## src/rtl/time_set_ctrl_pkg.sv

```systemverilog
// time_set_ctrl_pkg: state encoding, digit indices/maxima and helpers for time_set_ctrl
package time_set_ctrl_pkg;
  typedef enum logic [2:0] {RUN, SET_HT, SET_HU, SET_MT, SET_MU} state_t;
  localparam int IDX_HT = 3;
  localparam int IDX_HU = 2;
  localparam int IDX_MT = 1;
  localparam int IDX_MU = 0;
  localparam logic [1:0] MAX_HT = 2'd2;
  localparam logic [3:0] MAX_HU = 4'd9;
  localparam logic [2:0] MAX_MT = 3'd5;
  localparam logic [3:0] MAX_MU = 4'd9;
  localparam logic [3:0] HU_WRAP = 4'd3;
  localparam logic [5:0] PRESCALE_MAX = 6'd59;
  function automatic state_t next_mode(state_t s);
    return (s == SET_MU) ? RUN : state_t'(s + 3'd1);
  endfunction
  function automatic logic [3:0] setting_of(state_t s);
    return (s == SET_HT) ? 4'b1000 :
           (s == SET_HU) ? 4'b0100 :
           (s == SET_MT) ? 4'b0010 :
           (s == SET_MU) ? 4'b0001 : 4'b0000;
  endfunction
endpackage

```

## src/rtl/time_set_ctrl_btn_sync_edge.sv

```systemverilog
// btn_sync_edge: 2-flop synchronizer with rising-edge detect for a raw button level
module btn_sync_edge (
  input  logic Clk,
  input  logic Clr,
  input  logic btn,
  output logic held,
  output logic rise
);
  logic s1, s2, s3;
  always_ff @(posedge Clk or negedge Clr)
    if (!Clr) {s1, s2, s3} <= 3'b000;
    else {s1, s2, s3} <= {btn, s1, s2};
  assign held = s2;
  assign rise = s2 & ~s3;
endmodule

```

## src/rtl/time_set_ctrl.sv

```systemverilog
// time_set_ctrl: clock run/set FSM with seconds prescaler, minute carry, 24h wrap and auto-repeat
module time_set_ctrl
  import time_set_ctrl_pkg::*;
(
  input  logic       Clk,
  input  logic       Clr,
  input  logic       Tick_1hz,
  input  logic       Mode_btn,
  input  logic       Inc_btn,
  input  logic [1:0] HT,
  input  logic [3:0] HU,
  input  logic [2:0] MT,
  input  logic [3:0] MU,
  output logic [3:0] Up,
  output logic [3:0] LD,
  output logic [3:0] En,
  output logic [3:0] LD_VAL,
  output logic [3:0] Setting
);
  state_t state, state_nx;
  logic [5:0] presc, presc_nx;
  logic [1:0] rpt, rpt_nx;
  logic [3:0] up_nx, ld_nx;
  logic mode_rise, mode_held, inc_rise, inc_held;
  logic wrap_day, c1, c2, c3, inc_act;
  btn_sync_edge u_mode (.Clk(Clk), .Clr(Clr), .btn(Mode_btn), .held(mode_held), .rise(mode_rise));
  btn_sync_edge u_inc (.Clk(Clk), .Clr(Clr), .btn(Inc_btn), .held(inc_held), .rise(inc_rise));
  assign wrap_day = HT == MAX_HT && HU == HU_WRAP;
  assign c1 = MU == MAX_MU;
  assign c2 = c1 && MT == MAX_MT;
  assign c3 = c2 && (HU == MAX_HU || wrap_day);
  assign inc_act = state != RUN && ((inc_rise && !mode_rise) || (Tick_1hz && rpt == 2'd2 && inc_held && !mode_held));
  always_comb begin
    state_nx = mode_rise ? next_mode(state) : state;
    presc_nx = presc;
    rpt_nx = 2'd0;
    up_nx = 4'b0000;
    ld_nx = 4'b0000;
    if (state == RUN && Tick_1hz) begin
      presc_nx = (presc == PRESCALE_MAX) ? 6'd0 : presc + 6'd1;
      if (presc == PRESCALE_MAX) begin
        up_nx[IDX_HT] = c3;
        up_nx[IDX_HU] = c2 && !wrap_day;
        up_nx[IDX_MT] = c1;
        up_nx[IDX_MU] = 1'b1;
        ld_nx[IDX_HU] = c2 && wrap_day;
      end
    end
    if (state == RUN && mode_rise) presc_nx = 6'd0;
    if (state != RUN && inc_held && !mode_held)
      rpt_nx = (Tick_1hz && rpt != 2'd2) ? rpt + 2'd1 : rpt;
    if (inc_act) begin
      up_nx = (state == SET_HU && wrap_day) ? 4'b0000 : setting_of(state);
      ld_nx[IDX_HU] = state == SET_HU && wrap_day;
    end
    // hours beyond 23 are pulled back once the counters are otherwise idle
    if (HT == MAX_HT && HU > HU_WRAP && up_nx == 4'b0000 && ld_nx == 4'b0000 && En == 4'b0000)
      ld_nx[IDX_HU] = 1'b1;
  end
  always_ff @(posedge Clk or negedge Clr)
    if (!Clr) begin
      state <= RUN;
      presc <= 6'd0;
      rpt <= 2'd0;
      Up <= 4'b0000;
      LD <= 4'b0000;
      En <= 4'b0000;
      LD_VAL <= 4'b0000;
      Setting <= 4'b0000;
    end else begin
      state <= state_nx;
      presc <= presc_nx;
      rpt <= rpt_nx;
      Up <= up_nx;
      LD <= ld_nx;
      En <= up_nx | ld_nx;
      LD_VAL <= 4'b0000;
      Setting <= setting_of(state_nx);
    end
endmodule

```

## config.mk

```make
export PLATFORM = sky130hd
export DESIGN_NAME = time_set_ctrl
export DESIGN_NICKNAME = d
export VERILOG_FILES = /design/src/rtl/time_set_ctrl_pkg.sv /design/src/rtl/time_set_ctrl_btn_sync_edge.sv /design/src/rtl/time_set_ctrl.sv
export SDC_FILE = /design/constraint.sdc
export NUM_CORES = 1
export LEC_CHECK = 0
export ABC_AREA = 0
export CORE_MARGIN = 8
export CORE_UTILIZATION = 50
export CTS_CLUSTER_SIZE = 25
export DETAILED_ROUTE_END_ITERATION = 10
export PLACE_DENSITY = 0.88
export SETUP_SLACK_MARGIN = 0.02
export SLEW_MARGIN = 20
export SYNTH_ARGS = -nofsm -noshare
export SYNTH_HDL_FRONTEND = slang
export SYNTH_SLANG_ARGS = --single-unit
```

## constraint.sdc

```tcl
create_clock -name Clk -period 2.86 [get_ports Clk]
set_input_delay 0.715 -clock Clk [delete_from_list [all_inputs] [get_ports Clk]]
set_output_delay 0.715 -clock Clk [all_outputs]
set_load 0.02 [all_outputs]
```

# Word level (Yosys, flattened, before mapping)
# Cells that the tools add are included.
[totals]
reg_bits = 30
in_bits = 18
output_inout_bits = 20
wordCells = 93
[classes]
addsub = 3
order_cmp = 1
n_eq_ne = 17
mux = 23
bitwise_logic = 6
reduce_logical = 30
[ops]
columns = ["operator", "count"]
rows = [
  ["two-way mux 4 bit", 6],
  ["logical AND 1 bit", 20],
  ["two-way mux 6 bit", 3],
  ["== test 3 x 2 -> 1 bit (second input constant)", 4],
  ["two-way mux 3 bit", 4],
  ["== test 3 bit (second input constant)", 3],
  ["== test 4 bit (second input constant)", 2],
  ["logical NOT 4 bit", 2],
  ["two-way mux 2 bit", 4],
  ["adder 6 x 1 -> 6 bit (second input constant)", 1],
  ["== test 3 x 1 -> 1 bit (second input constant)", 2],
  ["== test 6 bit (second input constant)", 1],
  ["two-way mux 1 bit", 6],
  ["== test 2 bit (second input constant)", 2],
  ["== test 4 x 2 -> 1 bit (second input constant)", 1],
  ["> comparator 4 x 2 -> 1 bit (second input constant)", 1],
  ["bitwise OR 4 x 3 -> 4 bit", 1],
  ["adder 3 x 1 -> 3 bit (second input constant)", 1],
  ["logical NOT 1 bit", 3],
  ["logical NOT 3 bit", 1],
  ["NOT 1 bit", 3],
  ["nonzero test 3 bit", 1],
  ["adder 2 x 1 -> 2 bit (second input constant)", 1],
  ["bitwise AND 1 bit", 2],
  ["other kinds (4)", 5],
]

# Depth between registers and ports, before layout
# Gate-level depths: netlist (run 1).
[depth]
word_depth = 13
mapped_depth = 7
ltp_nobuf = 7

# Hierarchy
# Synthesis (run 1) repeated with hierarchy kept, for this count alone.
[hier_totals]
hier_cells = 144
area_unflattened_um2 = 1495.2
[modules_own_cells]
columns = ["module", "n_inst", "cells_per_inst", "area_each_um2", "seq_area_each_um2"]
rows = [
  ["time_set_ctrl", 1, 136, 1317.5, 525.5],
  ["btn_sync_edge", 2, 4, 88.8, 75.1],
]

# Worst setup path before layout (run 1)
# Ideal clock, no wire load.
[synth_path]
path_type = "in2reg"
start = "input port MU[1]"
end = "register LD[2]"
setup_time_ns = 0.121
arrival_time_ns = 1.788
t_required_ns = 2.739
setup_slack_ns = 0.951
cell_stages = 5
n_path_buf = 0
cell_sequence = "nor4bb_1 -> nand4bb_1 -> or3_1 -> o21a_1 -> a22o_1"
[synth_between]
elab_chain_len = 11
elab_cells_between_ends = 17
cone_classes = "eq/ne: 1; mux: 7; bitwise: 1; reduce/logical: 8"
[synth_lines]
columns = ["item", "line", "rtl"]
rows = [
  ["start, declared", "time_set_ctrl.sv:13", "input logic [3:0] MU,"],
  ["== test 4 bit (*)", "time_set_ctrl.sv:29", "assign c1 = MU == MAX_MU;"],
  ["logical AND 1 bit", "time_set_ctrl.sv:30", "assign c2 = c1 && MT == MAX_MT;"],
  ["logical AND 1 bit, on equally long branches", "time_set_ctrl.sv:43, time_set_ctrl.sv:31", ""],
  ["two-way mux 4 bit", "time_set_ctrl.sv:41", "if (presc == PRESCALE_MAX) begin"],
  ["two-way mux 4 bit", "time_set_ctrl.sv:39", "if (state == RUN && Tick_1hz) begin"],
  ["two-way mux 4 bit", "time_set_ctrl.sv:52", "if (inc_act) begin"],
  ["logical NOT 4 bit", "time_set_ctrl.sv:57", "if (HT == MAX_HT && HU > HU_WRAP && up_nx == 4'b0000 && ld_nx == 4'b0000 && En == 4'b0000)"],
  ["logical AND 1 bit (3 in a row)", "time_set_ctrl.sv:57", ""],
  ["two-way mux 1 bit (*)", "time_set_ctrl.sv:57", ""],
  ["named net ld_nx[2]", "time_set_ctrl.sv:23", "logic [3:0] up_nx, ld_nx;"],
  ["end signal, assigned", "time_set_ctrl.sv:75", "LD <= ld_nx;"],
  ["end, declared", "time_set_ctrl.sv:15", "output logic [3:0] LD,"],
]
# Mark *: on every way through the listed nets, which the timed path passes. The rest lies on a longest branch.
# A chain may end at the register's enable or synchronous reset.

# Final worst setup path (run 1)
[layout_path]
start = "input port Tick_1hz"
end = "register LD[2]"
[layout_between]
elab_chain_len = 11
elab_cells_between_ends = 16
cone_classes = "mux: 5; bitwise: 1; reduce/logical: 10"
[layout_lines]
columns = ["item", "line", "rtl"]
rows = [
  ["start, declared", "time_set_ctrl.sv:7", "input logic Tick_1hz,"],
  ["logical AND 1 bit (3 in a row)", "time_set_ctrl.sv:32", "assign inc_act = state != RUN && ((inc_rise && !mode_rise) || (Tick_1hz && rpt == 2'd2 && inc_held && !mode_he ..."],
  ["logical OR 1 bit", "time_set_ctrl.sv:32", ""],
  ["logical AND 1 bit", "time_set_ctrl.sv:32", ""],
  ["two-way mux 4 bit", "time_set_ctrl.sv:52", ""],
  ["logical NOT 4 bit", "time_set_ctrl.sv:57", ""],
  ["logical AND 1 bit (3 in a row)", "time_set_ctrl.sv:57", ""],
  ["two-way mux 1 bit (*)", "time_set_ctrl.sv:57", ""],
  ["named net ld_nx[2]", "time_set_ctrl.sv:23", ""],
]
# Marks and branches as above.

==> results_dict.tcl, run 1 <==
set metrics [dict create \
    grt.busiest_layer "met2" \
    grtUsageMet1_pct 13.78 \
    leakage_nw 0.7712 \
    grt_use_met3_pct 3.716 \
    hold_path.class "reg2reg" \
    antenna_found_initial 0 \
    fin_nets 191 \
    slew_viol_final 0 \
    portBuffers 30 \
    min_to "u_inc.held" \
    rows 19 \
    layout_setup_ws_ns 0.5148 \
    synth_seq_area_share_pct 48.65 \
    hold_start "u_inc.s1" \
    ant_nets 0 \
    drt_iter0_markers 63 \
    yosysWarnings 0 \
    area_delta_synth_final_pct 22.70 \
    dieHeight_um 68.71 \
    peakVddDrop_v 0.0005067 \
    r2r-start "state[0]" \
    setup_viol_count_final 0 \
    cts_tree "built" \
    arrival_ns 2.57 \
    clkTransAtPathRegs_ns 0.14 \
    synth_edf_count 0 \
    netlist_area_mm2 0.001389 \
    numCtsBuffers 3 \
    grt_first_pass_wirelength_um 4981 \
    synth-main-ff-cell "dfrtp_1" \
    critPathCaptureType "flop" \
    routed_wl_um 2971 \
    antenna_cells 0 \
    post-cts-setup-buffers 0 \
    period_share_pct 82.00 \
    p_per_area_mw_per_mm2 610.5 \
    die-width_um 68.71 \
    run_status "finished clean" \
    use_met2_pct 26.13 \
    p_total_mw 1.040 \
    syn_inst 135 \
    place_congestion 0.8015 \
    relSlewSlack_pct 66.11 \
    r2r_setup_slack_ns 0.70 \
    cts_max_path_buffers 2 \
    h-tree-depth 1 \
    final_common_cell "clkdlybuf4s50_1" \
    path_class "in2reg" \
    core_area_mm2 0.002686 \
    crit_path_start_kind "primary input" \
    power.switching_uw 370.6 \
    grt_util_all_layers_pct 13.61 \
    remaining_drc_errors 0 \
    fin_util_pct 63.44 \
    p_sw_share_pct 35.62 \
    layout_common_cells "clkdlybuf4s50_1 (30), dfrtp_1 (27), nand2_1 (12)" \
    viasPerCell 5.694 \
    rsz0062_at_grt "false" \
    cts-resized-gates 0 \
    hold-worst-slack_ns 0.3639 \
    r2r-end "LD[2]" \
    synth-seq-cells 27 \
    ctsHoldBuffers 0 \
    seq_power_share_pct 47.7 \
    avgSynthCellArea_um2 10.29 \
    worst-path-max-fanout 8 \
    pwr-share-comb_pct 37.1 \
    p_int_uw 669.8 \
    dpl_worst_slack_ns 0.2058 \
    worst_clock_skew_ns 0.005709 \
    pwr-share-clk_pct 15.2 \
    clock_latency_ns 0.32 \
    cap_violations 0 \
    drive_above_1_share_pct 6.061 \
    worst_pin_slew_ns 0.4956 \
    hold_violations 0 \
    ys_types 42 \
    fin_crit_ns 2.345 \
    drt_first_pass_iters 4 \
    async_reset_ff_share_pct 100.0 \
    worstRegToRegCells 7 \
    whs_path_depth 0 \
    cts_sinks 27 \
    cts-root-buf "clkbuf_4" \
    clock.fmax_ghz 0.4264 \
    num_vias 1116 \
    detail_route.wl_per_cell_um 15.16 \
    dpl.hpwl_um 2362 \
    fin_tns_setup_ns 0 \
    grt_overflow_total 0 \
    fp.dieArea_mm2 0.004720 \
    start_util_pct 51.70 \
    first_global_vias 1143 \
    worstPathRequired_ns 3.08 \
    grt_max_degree 28 \
    ios 38 \
]
## synth_stat cells (all sizes together) (3+ instances only)
library cell   n  share of area (%)
dfrtp         27                 49
nand2         12                3.2
o21ai         11                4.0
buf           10                5.4
inv            9                2.4
nor2           8                2.2
ha             7                6.3
a21oi          6                2.2
nand3          3                1.1
nor2b          3                1.4
o31ai          3                1.6
## worst max-delay path: stages
cell	delay (ns)
clkdlybuf4s50_1	0.64
and3b_2	0.28
nand4bb_1	0.15
or3_1	0.43
o21a_1	0.14
a22o_1	0.20
## kinds of logic after synthesis
kind of cell / count (synthesis) / share of synthesized area (%)
XOR/XNOR: 1 / 0.6307
adder cells (fa/ha/maj): 7 / 6.306
AO/OA/AOI/OAI: 34 / 16.13
other: 1 / 0.2700
flip-flops: 27 / 48.65
buffers and inverters: 20 / 8.198
AND/OR/NAND/NOR: 45 / 19.82
## worst max path at each step
stage	from	endpoint	slack, ns	cells past startpoint
after floorplan	MU[1]	LD[2]	0.95	5
after global placement	Tick_1hz	LD[2]	0.26	6
after detailed placement	Tick_1hz	LD[2]	0.21	6
after CTS	Tick_1hz	LD[2]	0.55	6
after global routing	Tick_1hz	LD[2]	0.46	6
final	Tick_1hz	LD[2]	0.51	6
## layout make-up
cell class	instances	area [µm²]
clock buffers	4	26.28
fillers	220	982.2
inverters	9	33.78
multi-input cells	94	621.8
flip-flops and latches	27	675.6
well taps	31	38.79
repair buffers	31	307.8
## stage by stage
stage | cells | instance area, µm²
global route | 196 | 1704
CTS | 196 | 1704
global placement | 192 | 1678
floorplan | 141 | 1411
finish | 196 | 1704
detailed placement | 192 | 1678
## flip-flops by register name (all words and copies together), names as in the netlist
name         count
presc            6
En               4
Setting          4
state            3
rpt              2
LD               1
Up               1
u_inc.held       1
u_inc.s1         1
u_inc.s3         1
u_mode.held      1
u_mode.s1        1
u_mode.s3        1
## power groups by stage
stage	sequential (mW)	combinational [mW]	clock [mW]
2_1_floorplan	0.530	0.214	0
3_3_place_gp	0.499	0.368	0
3_5_place_dp	0.504	0.385	0
4_1_cts	0.496	0.387	0.163
5_1_grt	0.505	0.424	0.175
6_report	0.496	0.386	0.159
## metal layers
metal	up-vias	wire length, µm
li1	528	-
met1	542	1137
met2	40	1591
met3	6	197
met4	0	44
met5	-	0
No activity file was read; power rests on OpenSTA's default activity.
==> inputs of run 2 (changes only) <==
- CORE_UTILIZATION: 50 -> 43
- PLACE_DENSITY: 0.88 -> 0.8
- clock period: 2.86 -> 2.1 ns (I/O delays scaled with it)
==> run 2 against run 1 <==
- clock-buffer cell count down 1
- clock skew down 0.0033 ns
- cell count grew 12%
- wire length up 6.0%
- total power is 41% higher
- sequential share of layout area down 2.5 points
- sequential power is 37% higher
- critical path depth unchanged
- worst hold slack gained 0.0081 ns
- non-clock buffer count rose by 10
- critical path type unchanged
- highest routed layer unchanged
==> results_dict.tcl, run 2 (same netlist as run 1, synthesis figures left out) <==
set metrics [dict create \
    dp.cells 215 \
    relSlewSlack_pct 67.03 \
    instances_no_fill 219 \
    dpl_worst_slack_ns -0.2679 \
    area_delta_synth_final_pct 30.81 \
    start_util_pct 45.49 \
    worst_clock_skew_ns 0.002430 \
    numCtsBuffers 3 \
    cts-resized-gates 0 \
    fp.dieArea_mm2 0.005304 \
    place_congestion 0.9227 \
    grt_max_degree 28 \
    slew_viol_final 0 \
    leakage_nw 0.8241 \
    hold_violations 0 \
    worst_pin_slew_ns 0.4894 \
    ios 38 \
    worst-path-max-fanout 4 \
    setup_viol_count_final 0 \
    clkTransAtPathRegs_ns 0.13 \
    grt_first_pass_wirelength_um 5278 \
    portBuffers 30 \
    drt_first_pass_iters 4 \
    worstPathRequired_ns 2.33 \
    layout_setup_ws_ns 0.1199 \
    worstRegToRegCells 7 \
    rows 20 \
    cts_max_path_buffers 2 \
    clock_latency_ns 0.32 \
    whs_path_depth 0 \
    grt_util_all_layers_pct 12.50 \
    hold_path.class "reg2reg" \
    viasPerCell 5.142 \
    antenna_found_initial 0 \
    num_vias 1126 \
    detail_route.wl_per_cell_um 14.38 \
    dieHeight_um 72.83 \
    layout_common_cells "clkdlybuf4s50_1 (30), dfrtp_1 (27), nand2_1 (12)" \
    first_global_vias 1168 \
    cts-root-buf "clkbuf_4" \
    fin_crit_ns 1.980 \
    dpl.hpwl_um 2591 \
    post-cts-setup-buffers 0 \
    drive_above_1_share_pct 13.14 \
    p_per_area_mw_per_mm2 808.4 \
    antenna_cells 0 \
    period_share_pct 94.29 \
    fin_nets 201 \
    drt_iter0_markers 44 \
    top_register "presc" \
    run_status "finished clean" \
    largest_reg_flops 6 \
    clock.fmax_ghz 0.5050 \
    cts_sinks 27 \
    ant_nets 0 \
    peakVddDrop_v 0.0006365 \
    critPathCaptureType "flop" \
    fin_tns_setup_ns 0 \
    cts_tree "built" \
    remaining_drc_errors 0 \
    routed_wl_um 3150 \
    core_area_mm2 0.003053 \
    ctsHoldBuffers 0 \
    reg.largest.list "presc (6), En (4), Setting (4)" \
    arrival_ns 2.21 \
    final_common_cell "clkdlybuf4s50_1" \
    cap_violations 0 \
    h-tree-depth 1 \
    crit_path_start_kind "primary input" \
    path_class "in2reg" \
    die-width_um 72.83 \
    grt_overflow_total 0 \
]
==> run 2: worst paths after layout <==
| check | from | slack [ns] | to |
|---|---|---|---|
| min | u_mode.s1 | 0.37 | u_mode.held |
| max reg2reg | state[0] | 0.13 | LD[2] |
| max | Tick_1hz | 0.12 | LD[2] |
| max in group asynchronous | Clr | 1.30 | En[1] |
| min reg2reg | u_mode.s1 | 0.37 | u_mode.held |
| min in group asynchronous | Clr | 0.55 | state[0] |
==> run 2: layout make-up <==
type	instances	area, µm²
Inverter	9	33.78
Clock buffer	3	22.52
Clock inverter	1	5.005
Tap cell	44	55.05
Fill cell	259	1236
Multi-Input combinational cell	94	641.9
Timing Repair Buffer	41	382.9
Sequential cell	27	675.6
==> run 2: per-stage QoR <==
| step | util (%) | hold slack [ns] | area, µm² | total power, mW |
|---|---|---|---|---|
| 6_report | 59.51 | 0.3720 | 1817 | 1.469 |
| 3_3_place_gp | 57.95 | 0.3325 | 1769 | 1.203 |
| 2_1_floorplan | - | 0.2294 | 1411 | 1.012 |
| 5_1_grt | 59.51 | 0.3786 | 1817 | 1.578 |
| 4_1_cts | 58.85 | 0.3701 | 1797 | 1.455 |
| 3_5_place_dp | 57.95 | 0.3387 | 1769 | 1.237 |
==> run 2: power breakdown <==
group	leakage, nW	internal (mW)	switching (mW)	total (mW)
clock network	0.0177	0.0714	0.145	0.216
registers	0.353	0.608	0.0718	0.679
logic	0.454	0.263	0.311	0.573
==> run 2: routing by layer <==
metal / up-vias / share of wire (%) / global-route usage [%]
met1: 558 / 39 / 12.52
met2: 23 / 54 / 22.86
li1: 541 / - / -
met4: 0 / 1.2 / 5.333
met5: - / 0 / 0
met3: 4 / 6.2 / 4.121
==> run 2: critical path, cell delays in order <==
cell and delay [ns]:
clkdlybuf4s50_1 0.54, a21boi_2 0.08, nand4b_4 0.17, or4b_4 0.49
o21a_1 0.20, a22o_1 0.19
